--- src/rtl/key_event.sv ---
// Turns the debounced key level into one-cycle press / release / short-click /
// long-press / auto-repeat events plus a registered "held" level.
module key_event #(
    parameter int LONG_CYCLES   = 100,
    parameter int REPEAT_CYCLES = 20,
    parameter bit REPEAT_EN     = 1'b1,
    parameter int CNT_W         = 16
) (
    input  logic clk,
    input  logic rst,
    input  logic key_in,
    output logic press,
    output logic key_release,
    output logic short_click,
    output logic long_press,
    output logic rpt,
    output logic held
);

    typedef enum logic [1:0] {
        IDLE = 2'd0,
        HOLD = 2'd1,
        LONG = 2'd2
    } state_t;

    localparam logic [CNT_W-1:0] CNT_ZERO  = {CNT_W{1'b0}};
    localparam logic [CNT_W-1:0] CNT_ONE   = CNT_W'(1);
    localparam logic [CNT_W-1:0] LONG_LAST = CNT_W'(LONG_CYCLES - 1);
    localparam logic [CNT_W-1:0] RPT_LAST  = CNT_W'(REPEAT_CYCLES - 1);

    state_t           state_r;
    state_t           state_nxt_s;
    logic [CNT_W-1:0] cnt_r;
    logic [CNT_W-1:0] cnt_nxt_s;
    logic             k_r;
    logic             rise_s;
    logic             press_nxt_s;
    logic             release_nxt_s;
    logic             short_nxt_s;
    logic             long_nxt_s;
    logic             rpt_nxt_s;
    logic             held_nxt_s;

    assign rise_s = key_in & ~k_r;

    // State, hold counter and previous key sample
    always_ff @(posedge clk) begin
        if (rst) begin
            state_r <= IDLE;
            cnt_r   <= CNT_ZERO;
            k_r     <= 1'b0;
        end else begin
            state_r <= state_nxt_s;
            cnt_r   <= cnt_nxt_s;
            k_r     <= key_in;
        end
    end

    // Next-state and counter; a release always beats a terminal count
    always_comb begin
        state_nxt_s = state_r;
        cnt_nxt_s   = cnt_r;
        case (state_r)
            IDLE: begin
                if (rise_s) begin
                    state_nxt_s = HOLD;
                    cnt_nxt_s   = CNT_ZERO;
                end else begin
                    state_nxt_s = IDLE;
                end
            end
            HOLD: begin
                if (!key_in) begin
                    state_nxt_s = IDLE;
                    cnt_nxt_s   = CNT_ZERO;
                end else if (cnt_r == LONG_LAST) begin
                    state_nxt_s = LONG;
                    cnt_nxt_s   = CNT_ZERO;
                end else begin
                    cnt_nxt_s   = cnt_r + CNT_ONE;
                end
            end
            LONG: begin
                if (!key_in) begin
                    state_nxt_s = IDLE;
                    cnt_nxt_s   = CNT_ZERO;
                end else if (cnt_r == RPT_LAST) begin
                    cnt_nxt_s   = CNT_ZERO;
                end else begin
                    cnt_nxt_s   = cnt_r + CNT_ONE;
                end
            end
            default: begin
                state_nxt_s = IDLE;
                cnt_nxt_s   = CNT_ZERO;
            end
        endcase
    end

    // Event decode, registered below so every output is a flop
    always_comb begin
        press_nxt_s   = 1'b0;
        release_nxt_s = 1'b0;
        short_nxt_s   = 1'b0;
        long_nxt_s    = 1'b0;
        rpt_nxt_s     = 1'b0;
        case (state_r)
            IDLE: begin
                if (rise_s) begin
                    press_nxt_s = 1'b1;
                end else begin
                    press_nxt_s = 1'b0;
                end
            end
            HOLD: begin
                if (!key_in) begin
                    release_nxt_s = 1'b1;
                    short_nxt_s   = 1'b1;
                end else if (cnt_r == LONG_LAST) begin
                    long_nxt_s    = 1'b1;
                end else begin
                    long_nxt_s    = 1'b0;
                end
            end
            LONG: begin
                if (!key_in) begin
                    release_nxt_s = 1'b1;
                end else if (cnt_r == RPT_LAST) begin
                    rpt_nxt_s     = REPEAT_EN;
                end else begin
                    rpt_nxt_s     = 1'b0;
                end
            end
            default: begin
                press_nxt_s = 1'b0;
            end
        endcase
        held_nxt_s = (state_nxt_s != IDLE);
    end

    // Output registers
    always_ff @(posedge clk) begin
        if (rst) begin
            press       <= 1'b0;
            key_release <= 1'b0;
            short_click <= 1'b0;
            long_press  <= 1'b0;
            rpt         <= 1'b0;
            held        <= 1'b0;
        end else begin
            press       <= press_nxt_s;
            key_release <= release_nxt_s;
            short_click <= short_nxt_s;
            long_press  <= long_nxt_s;
            rpt         <= rpt_nxt_s;
            held        <= held_nxt_s;
        end
    end

endmodule

--- config.mk ---
export PLATFORM = sky130hd
export DESIGN_NAME = key_event
export DESIGN_NICKNAME = d
export VERILOG_FILES = /design/src/rtl/key_event.sv
export SDC_FILE = /design/constraint.sdc
export NUM_CORES = 1
export LEC_CHECK = 0
export CORE_ASPECT_RATIO = 0.75
export CORE_MARGIN = 2
export CORE_UTILIZATION = 60
export CTS_BUF_LIST = sky130_fd_sc_hd__clkbuf_4 sky130_fd_sc_hd__clkbuf_8
export CTS_CLUSTER_DIAMETER = 40
export DETAILED_ROUTE_END_ITERATION = 12
export MAX_ROUTING_LAYER = met4
export PLACE_DENSITY_LB_ADDON = 0.1
export SLEW_MARGIN = 30
export SYNTH_ARGS = -nofsm -noshare
export SYNTH_HDL_FRONTEND = slang
export SYNTH_SLANG_ARGS = --single-unit
--- constraint.sdc ---
create_clock -name clk -period 3 [get_ports clk]
set_input_delay 0.6 -clock clk [delete_from_list [all_inputs] [get_ports clk]]
set_output_delay 0.6 -clock clk [all_outputs]
set_load 0.1 [all_outputs]
## Word-level counts from Yosys, hierarchy flattened

Cells that the tools add are included.
W data, S select, Z words.

| cells by class | value |
|---|---|
| $add $sub $neg | 1 |
| eq/ne operators | 5 |
| multiplexer cells | 15 |
| bitwise logic cells | 7 |
| reduce and logical (&&, ||, !) cells | 8 |

Operators with widths:

| kind | count |
|---|---|
| $mux W16 | 5 |
| $pmux W16 S3 | 1 |
| $add A16 B1 Y16 const B | 1 |
| $eq A16 B5 Y1 const B | 1 |
| $eq A16 B7 Y1 const B | 1 |
| $reduce_or A2 Y1 | 4 |
| $mux W2 | 3 |
| $not A1 Y1 | 6 |
| $pmux W2 S3 | 1 |
| $reduce_or A3 Y1 | 2 |
| $mux W1 | 5 |
| $eq A2 B1 Y1 const B | 1 |
| $eq A2 B2 Y1 const B | 1 |
| $logic_not A2 Y1 | 1 |
| $ne A2 B2 Y1 const B | 1 |
| $reduce_bool A2 Y1 | 1 |
| $and A1 B1 Y1 | 1 |

| word-level totals | value |
|---|---|
| register bits after elaboration | 25 |
| bits of input ports | 3 |
| output and inout bits | 6 |
| logic and storage cells | 45 |

## Logic depth before layout (Yosys ltp)

Gate-level depths: netlist (run 1).

| depth | value |
|---|---|
| depth in word-level cells | 5 |
| gate-level depth with buffers | 9 |
| mapped depth without buffers | 7 |

## Worst setup path before layout (run 1)

Ideal clock, no wire load.

| timing path | value |
|---|---|
| path kind | register -> register |
| start point | reg cnt_r[0] |
| end point | reg cnt_r[11] |
| library setup time | 115 ps |
| arrival time | 1996 ps |
| required time | 2885 ps |
| path slack | 889 ps |
| stages on the path, launching flop included | 9 |
| path buffers | 2 |
| period minus slack after synthesis | 2111 ps |
| cells stage by stage | dfxtp_1 ha_1 or4b_4 o41ai_1 and2_1 buf_6 a21o_1 buf_6 nor2_1 |

| on the way | value |
|---|---|
| longest elaborated chain between the ends | 4 |
| elaborated cells between the ends (all ways) | 8 |
| classes of those cells | 1 x add/sub; 2 x eq/ne; 5 x mux |

Ends and longest elaborated chain:

| element | RTL line | RTL |
|---|---|---|
| start, declared | 33 | `logic [CNT_W-1:0] cnt_r;` |
| start signal, assigned | 54 | `cnt_r <= cnt_nxt_s;` |
| $add A16 B1 Y16 (tied with other cells) | 80, 90 |  |
| $mux W16 (on tied branches) | 87, 76 |  |
| $mux W16 (on tied branches) | 84, 73 |  |
| $pmux W16 S3 * | 63 | `case (state_r)` |

Mark *: on every way between the ends. The rest lies on a longest branch, timed or not.
A chain may end at the register's enable or synchronous reset.

## Worst setup path in the final report (run 1)

| timing path | value |
|---|---|
| start point | reg cnt_r[0] |
| end point | reg cnt_r[5] |

The elaborated chain is that of the path after synthesis.

==> results of run 1 <==
[where the power goes]
group          internal (W)  switching (W)
clock             0.0000612      0.0000974
sequential         0.000336     0.00000185
combinational     0.0000116      0.0000370
total              0.000409       0.000136
[area by class of cell]
class,count,area share (%)
Clock buffer,4,2.21
Timing Repair Buffer,8,4.79
Inverter,7,1.93
Sequential cell,25,36.8
Tap cell,24,2.21
Multi-Input combinational cell,104,52.0
[through the flow]
step	setup slack [ns]	std cells
global route	0.203	172
finish	0.383	172
floorplan	0.889	140
global placement	0.426	168
CTS	0.403	172
detailed placement	0.388	168
[worst min-delay path, delay by kind of cell (launching register included)]
family | cells | cell delay [ns]
flip-flops | 1 | 0.37
AND/OR/NAND/NOR | 1 | 0.08
AO/OA/AOI/OAI | 1 | 0.05
[flip-flops by register name, indices dropped and copies added (netlist names)]
| signal | flops |
|---|---|
| cnt_r | 16 |
| held | 1 |
| k_r | 1 |
| key_release | 1 |
| long_press | 1 |
| press | 1 |
| rpt | 1 |
| short_click | 1 |
| state_r | 2 |
[cell usage after synthesis (all sizes together) (2+ instances only)]
library cell | instances | area share (%)
a21o | 2 | 1.2
a21oi | 7 | 2.8
and2 | 3 | 1.5
and3 | 6 | 3.0
and4 | 2 | 1.4
buf | 3 | 2.2
dfxtp | 25 | 40
ha | 5 | 4.9
inv | 7 | 2.1
nand2 | 8 | 2.4
nand2b | 3 | 1.5
nand3 | 7 | 2.8
nand4 | 3 | 1.5
nor2 | 17 | 5.0
nor3 | 4 | 1.6
nor3b | 2 | 1.2
nor4 | 2 | 2.2
o21bai | 2 | 1.2
o41ai | 2 | 1.4
or3 | 3 | 1.8
or4 | 2 | 1.8
or4b | 2 | 1.9
xnor2 | 7 | 4.8
xor2 | 3 | 2.1
[cell families after synthesis]
kind of cell / Yosys count
DFF: 25
buffers and inverters: 11
and+or+nand+nor: 68
xor gates and xnor gates: 10
AOI/OAI and AO/OA: 21
adders and majority gates: 5
[how the worst max path moves through the flow]
stage	start	endpoint	slack, ns	cells past startpoint
2_1_floorplan	cnt_r[0]$_SDFFE_PP0P_	cnt_r[11]$_SDFFE_PP0P_	0.89	8
3_3_place_gp	key_in	cnt_r[8]$_SDFFE_PP0P_	0.43	6
3_5_place_dp	key_in	cnt_r[8]$_SDFFE_PP0P_	0.39	6
4_1_cts	cnt_r[0]$_SDFFE_PP0P_	cnt_r[11]$_SDFFE_PP0P_	0.40	6
5_1_grt	cnt_r[0]$_SDFFE_PP0P_	cnt_r[15]$_SDFFE_PP0P_	0.20	6
6_report	cnt_r[0]$_SDFFE_PP0P_	cnt_r[5]$_SDFFE_PP0P_	0.38	6
[routing by layer]
metal | global-route usage [%] | vias up | routed length (microns)
li1 | - | 517 | -
met1 | 29.5 | 476 | 1220
met2 | 36.1 | 28 | 1070
met3 | 6.57 | 7 | 156
met4 | 12.6 | 0 | 56
met5 | - | - | 0
==> flow_summary_export.csv, run 1 <==
group,metric,value,unit
worst_setup_path,reg2reg_to,"cnt_r[5]$_SDFFE_PP0P_",
min_path,holdPathStages,2,
route,ant_nets,0,
worst_setup_path,slowest_stage,"or4b_4",
route,drt_iter0_markers,42,
worst_setup_path,crit_path_cell_trace,"ha_1, or4b_4, o41ai_1, and2_1, a21o_1, nor2_1",
sta,skew,0.00225,ns
worst_setup_path,r2r-start,"cnt_r[0]$_SDFFE_PP0P_",
sta,setup_viol,0,
grt,grt_usage,24.0,%
finish,drive_above_1_share,14.2,%
worst_setup_path,timing_worst_setup_path_type,"flip-flop to flip-flop",
clocking,clock_path_buffers,2,
finish,finalCoreUtilization,68.0,%
clocking,clk_pin_slew,0.13,ns
die,std_cell_rows,14,
worst_setup_path,startpoint_type,"flip-flop",
logic_synthesis,yosys.area_share.simple,31.8,%
logic_synthesis,synth_area,1260,sq um
sta,final-hold-violation-count,0,
worst_setup_path,crit_family,"simple AND/OR/NAND/NOR gates",
route,post_drt_wl_per_cell,14.6,microns
clocking,cts.htree.levels,1,
worst_setup_path,reg2reg_setup_slack,0.38,ns
clocking,cts_buffers,3,
logic_synthesis,synth_area_per_cell,9.04,sq um
logic_synthesis,synth-seq-area-share,39.6,%
die,num_io_pins,9,
power,total_power,0.000545,W
die,core-area,2000,sq um
route,viasPerCell,5.98,
placement,hpwl,1910,microns
clocking,root_buffer,"clkbuf_4",
sta,rsz0062_at_grt,"no",
sta,fin_crit,2.62,ns
clocking,clk_latency,0.32,ns
logic_synthesis,synth_compound_area_share,12.2,%
route,dr.pass1.iters,4,
logic_synthesis,synth_edf_count,0,
finish,seq_area,500,sq um
sta,tightest_slew,0.693,ns
die,start_util,63.3,%
worst_setup_path,critPathArrivalTime,2.83,ns
worst_setup_path,critPathMaxFanout,10,
logic_synthesis,synthFlopType,"dfxtp_1",
die,fp.dieArea,2500,sq um
worst_setup_path,reg2reg_depth,6,
finish,layout_commonest_cell,"dfxtp_1",
placement,gp_congestion,0.841,
logic_synthesis,synth.distinct_cells,40,
logic_synthesis,async_reset_ff_share,0,%
finish,fill_cells,166,
finish,stdcell_area,1360,sq um
sta,relSlewSlack,53.4,%
logic_synthesis,synth_xor_area_share,6.92,%
clocking,cts_hold_buf,0,
min_path,worstHoldStart,"cnt_r[0]$_SDFFE_PP0P_",
job,drv_cap,0,
grt,overflow,0,
logic_synthesis,synth_mux_area_share,0,%
worst_setup_path,cp.required,3.21,ns
grt,grt_start_max_net_pins,15,
grt,grt_pass1_wl,4360,microns
logic_synthesis,synthesis.nets,148,
worst_setup_path,path_buf_inv,0,
logic_synthesis,syn_inst,140,
power,ir_drop,0.000315,V
finish,multi_input_area,707,sq um
route,finalWirelength,2510,microns
clocking,postCtsSetupRepairBufs,0,
sta,finalSetupTns,0,ns
logic_synthesis,yosys_warnings,0,
logic_synthesis,synthAdderAreaFrac,4.95,%
clocking,cts_tree,"done",
worst_setup_path,end_kind,"flip-flop",
die,die_h,43.8,microns
min_path,hold_class,"flip-flop to flip-flop",
clocking,clock_sinks,25,
finish,area_delta_synth_final,7.42,%
sta,timing.hold.ws,0.537,ns
route,drc,0,
power,power_density,401,nW/um^2
finish,nets,157,
route,num_vias,1028,
logic_synthesis,synth-seq-cells,25,
worst_setup_path,cpPeakStageDelay,0.52,ns
finish,final_cell_mix,"dfxtp_1, nor2_1, nand2_1",
min_path,hold_end,"cnt_r[0]$_SDFFE_PP0P_",
placement,placed_area,1330,sq um
logic_synthesis,synth_top_family_by_area,"simple AND/OR/NAND/NOR gates",
grt,grt_pass1_vias,973,
finish,diodes,0,
sta,finalCritPeriodShare,87.2,%
die,die_w,57.0,microns
grt,antenna_found_initial,0,
placement,port_buffers,8,
outcome,run_status,"finished clean",
clocking,ctsResizeCount,0,
sta,fmax,0.382,GHz
power,p_leak,0.489,nW
sta,final_max_slew_viol_count,0,
Note: power is estimated with default switching activity, not from simulation.
==> run 2, diff against run 1 <==
--- a/config.mk
+++ b/config.mk
@@ -5,7 +5,7 @@
 export SDC_FILE = /design/constraint.sdc
 export NUM_CORES = 1
 export LEC_CHECK = 0
-export CORE_ASPECT_RATIO = 0.75
+export CORE_ASPECT_RATIO = 1.25
 export CORE_MARGIN = 2
 export CORE_UTILIZATION = 60
 export CTS_BUF_LIST = sky130_fd_sc_hd__clkbuf_4 sky130_fd_sc_hd__clkbuf_8
==> run 2 against run 1 <==
Clock-buffer cell count did not move. First-iteration DRC count fell by 9.5%. Highest routed layer unchanged. Critical path type unchanged. Largest power group unchanged. Utilization rose by 0.26 points.
==> flow_summary_export.csv, run 2 (synthesis gave the netlist of run 1 again) <==
group,metric,value,unit
sta,tightest_slew,0.612,ns
finish,final_cell_mix,"dfxtp_1, nor2_1, nand2_1",
clocking,clk_latency,0.32,ns
route,drc,0,
die,std_cell_rows,18,
power,p_int,0.000408,W
power,power_density,400,nW/um^2
die,num_io_pins,9,
placement,post-place-ws,0.328,ns
die,fp.dieArea,2490,sq um
min_path,hold_end,"cnt_r[0]$_SDFFE_PP0P_",
grt,overflow,0,
clocking,clock_path_buffers,2,
sta,fin_ws,0.281,ns
route,dr.pass1.iters,4,
sta,skew,0.0226,ns
power,p_clk_share,28.8,%
sta,fmax,0.368,GHz
finish,area_delta_synth_final,7.02,%
clocking,root_buffer,"clkbuf_4",
power,pwr-share-seq,62.2,%
power,ir_drop,0.000270,V
clocking,cts_hold_buf,0,
placement,port_buffers,8,
clocking,cts_buffers,3,
route,num_vias,1048,
clocking,cts.htree.levels,1,
worst_setup_path,critPathMaxFanout,10,
worst_setup_path,crit_path_start,"cnt_r[0]$_SDFFE_PP0P_",
power,p_leak,0.489,nW
worst_setup_path,reg2reg_to,"cnt_r[8]$_SDFFE_PP0P_",
sta,relSlewSlack,58.8,%
finish,layout_commonest_cell,"dfxtp_1",
route,post_drt_wl_per_cell,15.1,microns
grt,grt_usage,23.7,%
placement,hpwl,1930,microns
power,combPwrFrac,8.9,%
grt,antenna_found_initial,0,
grt,grt_pass1_wl,4490,microns
route,routed.top_layer,"met4",
power,total_power,0.000542,W
route,wl_met2,1330,microns
finish,max_flop_register,"cnt_r",
sta,final-hold-violation-count,0,
die,die_w,45.1,microns
clocking,clock_sinks,25,
sta,rsz0062_at_grt,"no",
power,p_sw_share,24.7,%
finish,drive_above_1_share,14.2,%
clocking,ctsResizeCount,0,
sta,fin_crit,2.72,ns
clocking,clk_pin_slew,0.11,ns
placement,gp_congestion,0.883,
worst_setup_path,r2r-start,"cnt_r[0]$_SDFFE_PP0P_",
worst_setup_path,startpoint_type,"flip-flop",
finish,top_regs,"cnt_r x16, state_r x2",
outcome,run_status,"finished clean",
worst_setup_path,end_kind,"flip-flop",
sta,timing.hold.ws,0.525,ns
finish,diodes,0,
die,core-area,1980,sq um
worst_setup_path,reg2reg_depth,6,
min_path,holdPathStages,2,
worst_setup_path,timing_worst_setup_path_type,"flip-flop to flip-flop",
route,wl_met1,1040,microns
sta,finalSetupTns,0,ns
grt,grt_pass1_vias,1070,
min_path,hold_class,"flip-flop to flip-flop",
route,viasPerCell,6.24,
clocking,cts_tree,"done",
route,dr_wl_met3,104,microns
worst_setup_path,critPathArrivalTime,2.91,ns
grt,grt_start_max_net_pins,15,
worst_setup_path,cp.required,3.20,ns
route,ant_nets,0,
min_path,worstHoldStart,"cnt_r[0]$_SDFFE_PP0P_",
power,switchingPower,0.000134,W
finish,stdcell_area,1350,sq um
sta,finalCritPeriodShare,90.6,%
finish,nets,157,
route,drt_iter0_markers,38,
route,finalWirelength,2530,microns
finish,largest_register_ffs,16,
placement,placed_area,1320,sq um
worst_setup_path,reg2reg_setup_slack,0.28,ns
die,die_h,55.3,microns
sta,final_max_slew_viol_count,0,
sta,setup_viol,0,
job,drv_cap,0,
clocking,postCtsSetupRepairBufs,0,
die,start_util,63.8,%
run 2: cell counts in the layout (fill, tap and decap cells not counted):
No cell type changed its count.
run 2: worst max path at each step:
stage | endpoint | slack [ns] | cells past startpoint
floorplan | cnt_r[11]$_SDFFE_PP0P_ | 0.89 | 8
global placement | cnt_r[8]$_SDFFE_PP0P_ | 0.41 | 6
detailed placement | cnt_r[8]$_SDFFE_PP0P_ | 0.33 | 6
CTS | cnt_r[4]$_SDFFE_PP0P_ | 0.30 | 6
global route | cnt_r[4]$_SDFFE_PP0P_ | 0.14 | 6
finish | cnt_r[8]$_SDFFE_PP0P_ | 0.28 | 6
run 2: metal layers:
| layer | GRT usage (%) | vias to the layer above |
|---|---|---|
| met5 | - | - |
| met4 | 7.98 | 0 |
| met3 | 3.92 | 9 |
| met2 | 39.2 | 28 |
| met1 | 28.1 | 494 |
| li1 | - | 517 |
run 2: stage by stage:
stage / std cells / util (%)
after floorplan: 140 / -
after global placement: 164 / 66.8
after detailed placement: 164 / 66.8
after CTS: 168 / 68.3
after global routing: 168 / 68.3
final: 168 / 68.3
run 2: final cells by class:
| cell class | instances | area, sq um |
|---|---|---|
| multi-input cells | 104 | 707 |
| fillers | 163 | 628 |
| flip-flops and latches | 25 | 500 |
| repair buffers | 8 | 65.1 |
| clock buffers | 4 | 30.0 |
| inverters | 7 | 26.3 |
| well taps | 20 | 25.0 |
run 2: worst max-delay path: stages, from the launching register on:
cell	delay, ns
dfxtp_1	0.42
ha_1	0.23
or4b_4	0.52
o41ai_1	0.62
and2_1	0.38
a21o_1	0.37
nor2_1	0.08
run 2: power by group through the flow:
stage / Clock, W / Sequential (W) / Combinational, W
4_1_cts: 0.000159 / 0.000338 / 0.0000480
3_5_place_dp: 0 / 0.000345 / 0.0000478
5_1_grt: 0.000174 / 0.000338 / 0.0000525
3_3_place_gp: 0 / 0.000345 / 0.0000470
6_report: 0.000156 / 0.000337 / 0.0000484
2_1_floorplan: 0 / 0.000361 / 0.0000220
==> run 3, diff against run 2 <==
--- a/config.mk
+++ b/config.mk
@@ -5,9 +5,10 @@
 export SDC_FILE = /design/constraint.sdc
 export NUM_CORES = 1
 export LEC_CHECK = 0
+export ABC_AREA = 1
 export CORE_ASPECT_RATIO = 1.25
 export CORE_MARGIN = 2
-export CORE_UTILIZATION = 60
+export CORE_UTILIZATION = 55
 export CTS_BUF_LIST = sky130_fd_sc_hd__clkbuf_4 sky130_fd_sc_hd__clkbuf_8
 export CTS_CLUSTER_DIAMETER = 40
 export DETAILED_ROUTE_END_ITERATION = 12
==> run 3 against run 2 <==
Clock skew decreased by 0.020 ns. Wire length increased by 1.3%. Synthesized area increased by 7.3%. Largest cell class unchanged. Critical path type is now primary input to flip-flop. Hold slack got worse by 0.026 ns. Global-route usage decreased by 2.7 points. Combinational power increased by 18%. Sequential share of layout area decreased by 3.2 points.
==> flow_summary_export.csv, run 3 <==
group,metric,value,unit
finish,top_regs,"cnt_r x16, state_r x2",
logic_synthesis,yosysMostFrequentCell,"nand2_1",
worst_setup_path,critPathMaxFanout,10,
placement,post-place-ws,0.826,ns
logic_synthesis,async_reset_ff_share,0,%
die,die_h,59.5,microns
finish,final_cell_mix,"nand2_1, nor2_1, dfxtp_1",
power,switchingPower,0.000143,W
finish,largest_register_ffs,16,
route,dr.pass1.iters,4,
route,finalWirelength,2570,microns
placement,gp_congestion,0.875,
grt,overflow,0,
route,wl_met2,1310,microns
sta,fmax,0.547,GHz
route,post_drt_wl_per_cell,10.7,microns
power,pwr-share-seq,61.1,%
die,core-area,2380,sq um
route,ant_nets,0,
logic_synthesis,synthFlopType,"dfxtp_1",
logic_synthesis,syn_inst,196,
clocking,clock_path_buffers,2,
sta,skew,0.00288,ns
outcome,run_status,"finished clean",
finish,max_flop_register,"cnt_r",
power,ir_drop,0.000359,V
clocking,clk_pin_slew,0.13,ns
clocking,clock_sinks,25,
min_path,hold_class,"flip-flop to flip-flop",
sta,final_max_slew_viol_count,0,
grt,grt_usage,21.0,%
worst_setup_path,critPathArrivalTime,2.10,ns
sta,finalSetupTns,0,ns
finish,nets,215,
grt,grt_start_max_net_pins,14,
grt,antenna_found_initial,0,
logic_synthesis,synth_area,1360,sq um
sta,rsz0062_at_grt,"no",
sta,final-hold-violation-count,0,
finish,layout_commonest_cell,"nand2_1",
logic_synthesis,synthesis.nets,204,
worst_setup_path,startpoint_type,"primary input",
sta,tightest_slew,0.466,ns
logic_synthesis,synth-seq-area-share,36.9,%
logic_synthesis,synth_top_area_share,36.9,%
power,p_sw_share,25.8,%
sta,relSlewSlack,68.8,%
finish,diodes,0,
logic_synthesis,yosys_warnings,0,
route,wl_met1,1090,microns
logic_synthesis,synth_largest_area_cell,"dfxtp_1",
route,drt_iter0_markers,33,
power,p_int,0.000411,W
sta,finalCritPeriodShare,60.9,%
clocking,cts.htree.levels,1,
sta,fin_crit,1.83,ns
worst_setup_path,cp.required,3.27,ns
sta,setup_viol,0,
grt,grt_pass1_wl,4550,microns
power,power_density,373,nW/um^2
finish,drive_above_1_share,14.1,%
die,start_util,57.1,%
route,viasPerCell,5.01,
worst_setup_path,end_kind,"flip-flop",
clocking,postCtsSetupRepairBufs,0,
die,die_w,48.4,microns
die,std_cell_rows,20,
route,dr_wl_met3,61,microns
logic_synthesis,synth_area_per_cell,6.93,sq um
placement,hpwl,2010,microns
clocking,root_buffer,"clkbuf_4",
grt,grt_pass1_vias,1122,
logic_synthesis,synth_edf_count,0,
die,fp.dieArea,2880,sq um
placement,port_buffers,8,
route,num_vias,1198,
logic_synthesis,synth_commonest_cells,"nand2_1, nor2_1, dfxtp_1, inv_1, nand3_1",
logic_synthesis,synth-seq-cells,25,
finish,area_delta_synth_final,9.22,%
clocking,cts_buffers,3,
clocking,cts_tree,"done",
clocking,cts_hold_buf,0,
route,routed.top_layer,"met4",
clocking,ctsResizeCount,0,
route,drc,0,
power,combPwrFrac,10.3,%
worst_setup_path,timing_worst_setup_path_type,"primary input to flip-flop",
clocking,clk_latency,0.32,ns
power,p_clk_share,28.6,%
power,p_leak,0.620,nW
logic_synthesis,yosys-top-cells-area,"dfxtp_1, nand2_1, nor2_1",
die,num_io_pins,9,
logic_synthesis,synth.distinct_cells,27,
job,drv_cap,0,
sta,fin_ws,1.17,ns
-- run 3: cell types whose count changed after synthesis, sizes merged, moves of 5 or more --
cell / before / now
nand2: 8 / 55
nor2: 17 / 39
xnor2: 7 / 2
and3: 6 / 0
nand3: 7 / 18
inv: 7 / 24
-- run 3: logic make-up after synthesis --
group           share of synthesized area (%)
buf+inv                                  7.65
fa+ha+maj                                4.61
simple gates                             40.8
compound gates                           6.18
xor+xnor                                 3.87
flops                                    36.9
-- run 3: area by class of cell --
cell class                      instances  area, sq um
Sequential cell                        25          500
Clock buffer                            4         30.0
Multi-Input combinational cell        145          753
Inverter                               24         92.6
Fill cell                             214          895
Timing Repair Buffer                    8         65.1
Tap cell                               33         41.3
-- run 3: through the flow --
step / std cells / total power, W / instance area, sq um / hold WS (ns) / util, %
final: 239 / 0.000554 / 1480 / 0.498 / 62.4
after detailed placement: 235 / 0.000403 / 1450 / 0.479 / 61.1
after CTS: 239 / 0.000558 / 1480 / 0.498 / 62.4
after floorplan: 196 / 0.000391 / 1360 / 0.460 / -
after global placement: 235 / 0.000402 / 1450 / 0.477 / 61.1
after global routing: 239 / 0.000574 / 1480 / 0.528 / 62.4
-- run 3: worst max-delay path, cell delays in order --
cell and delay (ns):
clkdlybuf4s50_1 0.61, inv_2 0.10, o21ai_4 0.26, inv_4 0.11
nor2_2 0.10, inv_2 0.05, o21ai_2 0.10, o21ai_1 0.07
nor2_1 0.09
-- run 3: power groups by stage --
stage | clock network, W | registers (W) | logic (W)
after floorplan | 0 | 0.000361 | 0.0000302
after CTS | 0.000162 | 0.000338 | 0.0000573
final | 0.000158 | 0.000338 | 0.0000570
after global routing | 0.000172 | 0.000339 | 0.0000625
after global placement | 0 | 0.000345 | 0.0000562
after detailed placement | 0 | 0.000346 | 0.0000572
-- run 3: path summary, 6_finish.rpt --
path                                             from                endpoint  slack, ns  cells after the start
worst max-delay path                           key_in   cnt_r[4]$_SDFFE_PP0P_       1.17                      9
worst min register to register  cnt_r[0]$_SDFFE_PP0P_   cnt_r[0]$_SDFFE_PP0P_       0.50                      2
worst max register to register  cnt_r[0]$_SDFFE_PP0P_  cnt_r[14]$_SDFFE_PP0P_       1.42                      7
worst min-delay path            cnt_r[0]$_SDFFE_PP0P_   cnt_r[0]$_SDFFE_PP0P_       0.50                      2
-- run 3: per-layer routing --
layer,GRT usage [%],vias to the layer above
li1,-,637
met1,21.5,531
met2,37.7,19
met3,3.79,11
met4,13.1,0
met5,-,-
==> patch: new RTL, config.mk and constraints of run 2 <==
Reset style: asynchronous (`rst`), changed in 2 clocked blocks.
--- a/src/rtl/key_event.sv
+++ b/src/rtl/key_event.sv
@@ -46,3 +46,3 @@
     // State, hold counter and previous key sample
-    always_ff @(posedge clk) begin
+    always_ff @(posedge clk or posedge rst) begin
         if (rst) begin
@@ -141,3 +141,3 @@
     // Output registers
-    always_ff @(posedge clk) begin
+    always_ff @(posedge clk or posedge rst) begin
         if (rst) begin
Behaviour: differs if rst is asserted again (counterexample within 4 cycles, from zero or initial values and one cycle with rst high); with rst held inactive, the same outputs for 10 cycles.
==> patch against run 2 <==
Setup slack better by 0.12 ns. Routed wire length is 1.3% higher. Area after synthesis is 5.6% higher. Final area is 8.7% higher. Sequential cell count stayed put. Total power is 3.6% higher. First-iteration DRC count is 24% lower. Non-clock buffer count is 2 higher. Critical endpoint is now cnt_r[14]. Largest cell class unchanged.
==> patch: results (changes against run 2) <==
* Total GRT Usage at 0.250 (+0.0133)
* Ranking of synthesized cells by area: dfrtp_1, ha_1, nand2_1, nand3_1, o21ai_0
* R2r startpoint: cnt_r[0]
* Maximum vdd drop at 363 µV (+34%)
* FF-to-FF End: cnt_r[14]
* Endpoint, Worst Hold: press
* Gp weighted congestion at 0.929 (+5.1%)
* Final Skew at 0.0115 ns (-0.0111 ns)
* Critical Path AT at 2.79 ns (-0.12 ns)
* # fillers at 170 (+4.3%)
* Outcome: finished, final reports clean
* Clk slew on worst S/H paths at 0.14 ns (+0.03 ns)
* Synthesis-to-layout area growth at 10.1%
* Syn_area_per_cell at 9.83 µm² (+8.7%)
* Sequential Power Share at 0.613 (-0.009)
* Critical path origin: cnt_r[0]
* Final hold slack at 0.451 ns (-0.0743 ns)
* Place WS at 0.477 ns (+0.148 ns)
* Setup crit end: cnt_r[14]
* Worst path max stage delay at 0.50 ns (-0.12 ns)
* HPWL Detailed at 1.92 mm (-0.52%)
* Cell Area, Placed at 1440 µm² (+9.1%)
* DR iter-0 viols at 29 (-24%)
* Hold path cells at 1 (-1)
* Critical-path top delay cell: or4b_4
* Post-synthesis sequential area ratio at 0.468 (+0.0725)
* Via count at 1,070 (+2.1%)
* CP max FO at 7 (-3)
* Post-synthesis cell type count at 37 (-7.5%)
* Final nets at 156 (-0.64%)
* Worst setup margin at 0.404 ns (+0.123 ns)
* Post-Synth Adder-Cell Area at 0.0468 (-0.00264)
* Worst Hold Launch: k_r
* Net Sw Frac at 0.271 (+0.0245)
patch: cell types whose count changed after synthesis, moves of 3 or more:
cell | run 2 | this run
and2_1 | 3 | 0
dfrtp_1 | 0 | 25
dfxtp_1 | 25 | 0
nand2_1 | 8 | 15
nor2_1 | 17 | 9
o21ai_0 | 1 | 7
or3_2 | 3 | 0
xnor2_1 | 7 | 3
patch: metal layers:
layer | share of wire | routed length [µm] | up-vias | track usage
li1 | - | - | 523 | -
met1 | 0.44 | 1120 | 530 | 0.306
met2 | 0.53 | 1350 | 13 | 0.413
met3 | 0.019 | 49 | 4 | 0.0386
met4 | 0.016 | 42 | 0 | 0.0735
met5 | 0 | 0 | - | -
patch: cell type report:
type / count / share of cell area
clock inverter: 1 / 0.00340
multi-input combinational: 103 / 0.463
inverter: 5 / 0.0128
clock buffer: 3 / 0.0153
sequential: 25 / 0.425
tap: 31 / 0.0264
timing repair buffer: 10 / 0.0544
